File: config.mk
export PLATFORM = sky130hd
export DESIGN_NAME = param_sync_ram
export DESIGN_NICKNAME = d
export VERILOG_FILES = /design/src/rtl/param_sync_ram.sv
export SDC_FILE = /design/constraint.sdc
export NUM_CORES = 1
export LEC_CHECK = 0
export ABC_AREA = 1
export ABC_CLOCK_PERIOD_IN_PS = 3930
export CORE_MARGIN = 3
export CORE_UTILIZATION = 55
export DETAILED_ROUTE_END_ITERATION = 6
export PLACE_DENSITY = 0.73
export REMOVE_ABC_BUFFERS = 1
export SLEW_MARGIN = 0
export SYNTH_ARGS = -nofsm -noshare
export SYNTH_HDL_FRONTEND = slang
export SYNTH_SLANG_ARGS = --single-unit
File: constraint.sdc
create_clock -name clk -period 3.93 [get_ports clk]
set_clock_uncertainty 0.1 [all_clocks]
set_input_delay 0.786 -clock clk [delete_from_list [all_inputs] [get_ports clk]]
set_output_delay 0.786 -clock clk [all_outputs]
set_load 0.03 [all_outputs]
File: src/rtl/param_sync_ram.sv
// Parametrised single-clock RAM with a post-reset init sweep, ready handshake and 2-cycle write-first read.
// Optional parity per word is enabled by defining RAM_PARITY_EN.
module param_sync_ram #(
    parameter int unsigned       DATA_W   = 3,
    parameter int unsigned       ADDR_W   = 5,
    parameter int unsigned       DEPTH    = 2 ** ADDR_W,
    parameter logic [DATA_W-1:0] INIT_VAL = '0
) (
    input  logic              clk,
    input  logic              reset,
    input  logic              wr_en,
    input  logic [ADDR_W-1:0] wr_addr,
    input  logic [DATA_W-1:0] wr_data,
    input  logic              rd_en,
    input  logic [ADDR_W-1:0] rd_addr,
`ifdef RAM_PARITY_EN
    input  logic              err_inject,
    output logic              rd_perr,
`endif
    output logic              ready,
    output logic              rd_valid,
    output logic [DATA_W-1:0] rd_data
);

`ifdef RAM_PARITY_EN
    localparam int unsigned MEM_W = DATA_W + 1;
`else
    localparam int unsigned MEM_W = DATA_W;
`endif
    localparam int unsigned CMP_W = ADDR_W + 1;

    typedef enum logic {
        ST_INIT,
        ST_READY
    } state_t;

    state_t            state_q;
    state_t            state_d;
    logic [ADDR_W-1:0] init_cnt;
    logic [MEM_W-1:0]  mem [DEPTH];

    logic [MEM_W-1:0]  init_word;
    logic [MEM_W-1:0]  wr_word;
    logic [MEM_W-1:0]  rd_word;
    logic              wr_in_range;
    logic              rd_in_range;
    logic              rd_hit;

    logic              wr_en_q;
    logic [ADDR_W-1:0] wr_addr_q;
    logic [MEM_W-1:0]  wr_word_q;
    logic              rd_en_q;
    logic [ADDR_W-1:0] rd_addr_q;

    // Stored word: data plus (optionally) an even-parity bit, invertible for error injection
`ifdef RAM_PARITY_EN
    assign init_word = {^INIT_VAL, INIT_VAL};
    assign wr_word   = {(^wr_data) ^ err_inject, wr_data};
`else
    assign init_word = INIT_VAL;
    assign wr_word   = wr_data;
`endif

    assign ready = (state_q == ST_READY);

    // State register and sweep counter
    always_ff @(posedge clk) begin
        if (reset) begin
            state_q  <= ST_INIT;
            init_cnt <= '0;
        end else begin
            state_q <= state_d;
            if (state_q == ST_INIT) begin
                init_cnt <= init_cnt + ADDR_W'(1);
            end
        end
    end

    // Next-state: leave INIT once the last word has been written
    always_comb begin
        state_d = state_q;
        case (state_q)
            ST_INIT:  if (init_cnt == ADDR_W'(DEPTH - 1)) state_d = ST_READY;
            ST_READY: state_d = ST_READY;
            default:  state_d = ST_INIT;
        endcase
    end

    assign wr_in_range = ({1'b0, wr_addr_q} < CMP_W'(DEPTH));
    assign rd_in_range = ({1'b0, rd_addr_q} < CMP_W'(DEPTH));
    assign rd_hit      = wr_en_q && (wr_addr_q == rd_addr_q);

    // Write-first: a same-cycle write to the read address is forwarded
    always_comb begin
        rd_word = '0;
        if (rd_in_range) begin
            rd_word = rd_hit ? wr_word_q : mem[rd_addr_q];
        end
    end

    // Array writes; in-flight writes are discarded while reset is asserted
    always_ff @(posedge clk) begin
        if (!reset) begin
            if (state_q == ST_INIT) begin
                mem[init_cnt] <= init_word;
            end else if (wr_en_q && wr_in_range) begin
                mem[wr_addr_q] <= wr_word_q;
            end
        end
    end

    // Request capture stage and registered read result
    always_ff @(posedge clk) begin
        if (reset) begin
            wr_en_q   <= 1'b0;
            wr_addr_q <= '0;
            wr_word_q <= '0;
            rd_en_q   <= 1'b0;
            rd_addr_q <= '0;
            rd_valid  <= 1'b0;
            rd_data   <= '0;
`ifdef RAM_PARITY_EN
            rd_perr   <= 1'b0;
`endif
        end else begin
            wr_en_q   <= wr_en & ready;
            wr_addr_q <= wr_addr;
            wr_word_q <= wr_word;
            rd_en_q   <= rd_en & ready;
            rd_addr_q <= rd_addr;
            rd_valid  <= rd_en_q;
            if (rd_en_q) begin
                rd_data <= rd_word[DATA_W-1:0];
`ifdef RAM_PARITY_EN
                rd_perr <= ^rd_word;
`endif
            end
        end
    end

endmodule

==> reports/results.env <==
CRIT_PATH_END_KIND='output port'
FMAX_MHz=354.7
HOLD_PATH_CLASS='flop to flop'
WORST_SLACK_NS=1.110
ROUTED_VIA_DENSITY=5.498
AREAGROWTHSYNTHTOFINISH_PCT=16.54
TOP_LAYER_USED='met4'
CLOCK_LATENCY_NS=0.51
WORST_SETUP_HOLD_PATH_CLK_SLEW_NS=0.06
CTS_ROOT_BUF='sky130_fd_sc_hd__clkbuf_8'
DIE_HEIGHT_UM=102.3
VIA_COUNT=3563
PLACEMENT.SETUP.WORST_SLACK_NS=0.9848
SYNTH_CELL_TYPE_COUNT=25
OUTCOME='complete, no violations'
TIMING.CRITICAL_PATH.CELLS='clkdlybuf4s50_1'
FRACTION_OF_FINAL_LAYOUT_CELLS_SIZED_BEYOND_DRIVE_STRENGTH_1_PCT=10.00
SYNTH_SEQ_AREA_SHARE_PCT=66.34
POST_CTS.REPAIR.SETUP_BUFFERS=0
PIN_COUNT_OF_THE_BIGGEST_NET_ENTERING_GLOBAL_ROUTING=51
SYNTH_CELLS=504
CPLARGESTDELAYFAMILY='buffers and inverters'
CTS_HOLD_BUFFERS=0
CTSRESIZECOUNT=0
CRITICAL_PATH.STARTPOINT_TYPE='flop'
CRIT_ARRIVAL_NS=1.93
RSZ0062_AT_GRT='false'
CTS-ROOT-TO-SINK-BUFFERS=2
ROUTED_WIRE_LENGTH_ON_MET3_UM=727
MAX_SLEW_HEADROOM_PCT=46.13
INITIAL_CORE_UTILIZATION_PCT=57.64
N_ANTENNA_CELL=0
GRT_OVERFLOW_TOTAL=0
TIMING.CRITICAL_PATH.BUF_INV=1
CRITICALPATHCATEGORY='flop to output port'
POWER.IR.VDD_WORST_V=0.0003325
DP.FINAL_HPWL_UM=6775
WORST_EP_REQUIRED_TIME_NS=3.04
DRV.MAX_CAP_VIOLATION_COUNT=0
FINALHOLDVIOLCOUNT=0
FIRST_GLOBAL_VIAS=3485
UTILIZATION_PCT=67.17
IO_PINS=22
SYNTH_AREA_LEADERS='sky130_fd_sc_hd__edfxtp_1, sky130_fd_sc_hd__nand2_1, sky130_fd_sc_hd__dfxtp_1, sky130_fd_sc_hd__nand3_1, sky130_fd_sc_hd__nor2_1'
DRT_ITER0_DRC=287
MET2_WIRELENGTH_UM=5587
SYNTH_AREA_PER_CELL_UM2=10.12
SYNTH_TOP_CELL_BY_AREA='sky130_fd_sc_hd__edfxtp_1'
CTS_TREE='yes'
CP_MAX_FO=13
PORTBUFS=21
NUMCTSBUFFERS=17
CLOCK-SINKS=121
FINAL_ANTENNA_NET_COUNT=0
HTREE_NUM_LEVELS=4
FLOORPLAN.DIE.WIDTH_UM=102.3
FP_ROWS=34
GRTUSAGETOTAL_PCT=22.58
SETUP_VIOLATORS_FINAL=0
YOSYS_REGISTER_BITS=121
DRT_DRC_VIOLATIONS_LEFT=0
POWER-PER-CELL-AREA_nW_PER_UM2=515.0
FIN_MAX_SLEW_VIOS=0
DESIGN.CORE.AREA_UM2=8848
YS_WARN_COUNT=0
LEAKAGE_uW=0.002313
FIN_TNS_SETUP_NS=0
TIMING.CRITICAL_PATH.SLOWEST_STAGE_CELL='sky130_fd_sc_hd__clkdlybuf4s50_1'
PLACEMENT.CELL_AREA_UM2=5353
DRT_FIRST_PASS_ITERS=5
PLACE.GP.CONGESTION=0.8144
FIRST_PASS_GRT_WIRE_LENGTH_UM=17370
AVGROUTEDWIREPERCELL_UM=17.03
FINALNETCOUNT=546
POST-SYNTH-TOP-AREA-FRACTION_PCT=56.53
ANTENNA_FOUND_INITIAL=0
SYNTH_AREA_UM2=5100
TIGHTEST_SLEW_NS=0.8068
DETAIL_ROUTE.WIRELENGTH.MET1_UM=4615
FINALPOWER_uW=3061
PERIOD_SHARE_PCT=71.75
CRITICAL-PATH-MAX-STAGE-DELAY_NS=0.78
FINAL.MIN_CLOCK_PERIOD_NS=2.820
ROUTED_WIRELENGTH_UM=11040
STDCELL_AREA_UM2=5943
FLOORPLAN.DIE_AREA_UM2=10460
## where the power goes
part	switching [µW]	internal (µW)	leakage (µW)
Combinational	98.1	51.4	0.000904
Clock	555	963	0.000272
Sequential	12.7	1380	0.00114
Total	666	2400	0.00231
## final timing paths
kind | from | to | cells after the start | slack [ns]
worst min-delay path | init_cnt[4] | init_cnt[4] | 2 | 0.39
worst max register to register | rd_addr_q[0] | rd_data[0] | 9 | 1.56
worst max-delay path | ready | ready | 1 | 1.11
worst min register to register | init_cnt[4] | init_cnt[4] | 2 | 0.39
## placed cells by master (no fill, tap or decap), types with 2 or more instances in the layout
master / count
sky130_fd_sc_hd__bufinv_16: 3
sky130_fd_sc_hd__a21oi_1: 6
sky130_fd_sc_hd__clkdlybuf4s50_1: 21
sky130_fd_sc_hd__buf_4: 6
sky130_fd_sc_hd__clkbuf_16: 16
sky130_fd_sc_hd__ha_1: 2
sky130_fd_sc_hd__clkinv_2: 3
sky130_fd_sc_hd__inv_1: 31
sky130_fd_sc_hd__edfxtp_1: 96
sky130_fd_sc_hd__nand2_1: 138
sky130_fd_sc_hd__nor2_1: 67
sky130_fd_sc_hd__clkinv_4: 2
sky130_fd_sc_hd__dfxtp_1: 25
sky130_fd_sc_hd__nor3_1: 4
sky130_fd_sc_hd__nand3_2: 4
sky130_fd_sc_hd__clkinvlp_4: 6
sky130_fd_sc_hd__nand3_1: 83
sky130_fd_sc_hd__o21ai_0: 6
sky130_fd_sc_hd__inv_2: 6
sky130_fd_sc_hd__o21ai_2: 5
## registers in the layout (all words and copies together), names as in the netlist
signal and cells:
mem 96, init_cnt 5, rd_addr_q 5, wr_addr_q 5, rd_data 3, wr_word_q 3
rd_en_q 1, rd_valid 1, ready 1, wr_en_q 1
## stage by stage
stage,std cells,hold slack [ns]
floorplan,481,0.3478
detailed placement,616,0.3790
global route,648,0.4131
finish,648,0.3935
CTS,648,0.3918
global placement,616,0.3841
## cell type report
cell class | instances | area, µm²
repair buffers | 27 | 255.2
clock buffers | 17 | 414.1
flip-flops and latches | 121 | 3383
fillers | 683 | 2905
multi-input cells | 323 | 1440
well taps | 108 | 135.1
inverters | 37 | 138.9
clock inverters | 15 | 176.4
## Yosys cell counts
library cell / count
sky130_fd_sc_hd__nand2_1: 138
sky130_fd_sc_hd__edfxtp_1: 96
sky130_fd_sc_hd__nand3_1: 83
sky130_fd_sc_hd__nor2_1: 67
sky130_fd_sc_hd__inv_1: 31
sky130_fd_sc_hd__dfxtp_1: 25
sky130_fd_sc_hd__buf_2: 11
sky130_fd_sc_hd__a21oi_1: 6
sky130_fd_sc_hd__clkbuf_1: 6
sky130_fd_sc_hd__inv_2: 6
sky130_fd_sc_hd__o21ai_0: 6
sky130_fd_sc_hd__o21ai_2: 5
sky130_fd_sc_hd__buf_6: 4
sky130_fd_sc_hd__nand3_2: 4
sky130_fd_sc_hd__nor3_1: 4
sky130_fd_sc_hd__buf_4: 2
sky130_fd_sc_hd__ha_1: 2
sky130_fd_sc_hd__a31oi_1: 1
sky130_fd_sc_hd__nand3_4: 1
sky130_fd_sc_hd__nand4_1: 1
sky130_fd_sc_hd__nor3b_1: 1
sky130_fd_sc_hd__o21ai_1: 1
sky130_fd_sc_hd__o22ai_1: 1
sky130_fd_sc_hd__xnor2_1: 1
sky130_fd_sc_hd__xor2_1: 1
## routing by layer
metal  GRT usage (%)  vias to the layer above
met1           28.41                     1692
met5               0                        -
met4           6.559                        0
met2           38.63                      122
li1                -                     1735
met3           5.939                       14
## logic make-up (layout without fill, tap and decap cells)
kind of cell,after synthesis,count (layout),share of synthesized area (%)
and+or+nand+nor,299,299,25.02
DFF,121,121,66.34
buffers and inverters,60,96,5.422
AOI/OAI and AO/OA,20,20,2.380
adders and majority gates,2,2,0.4906
xor gates and xnor gates,2,2,0.3435
Power figures use the tool's default switching activity.
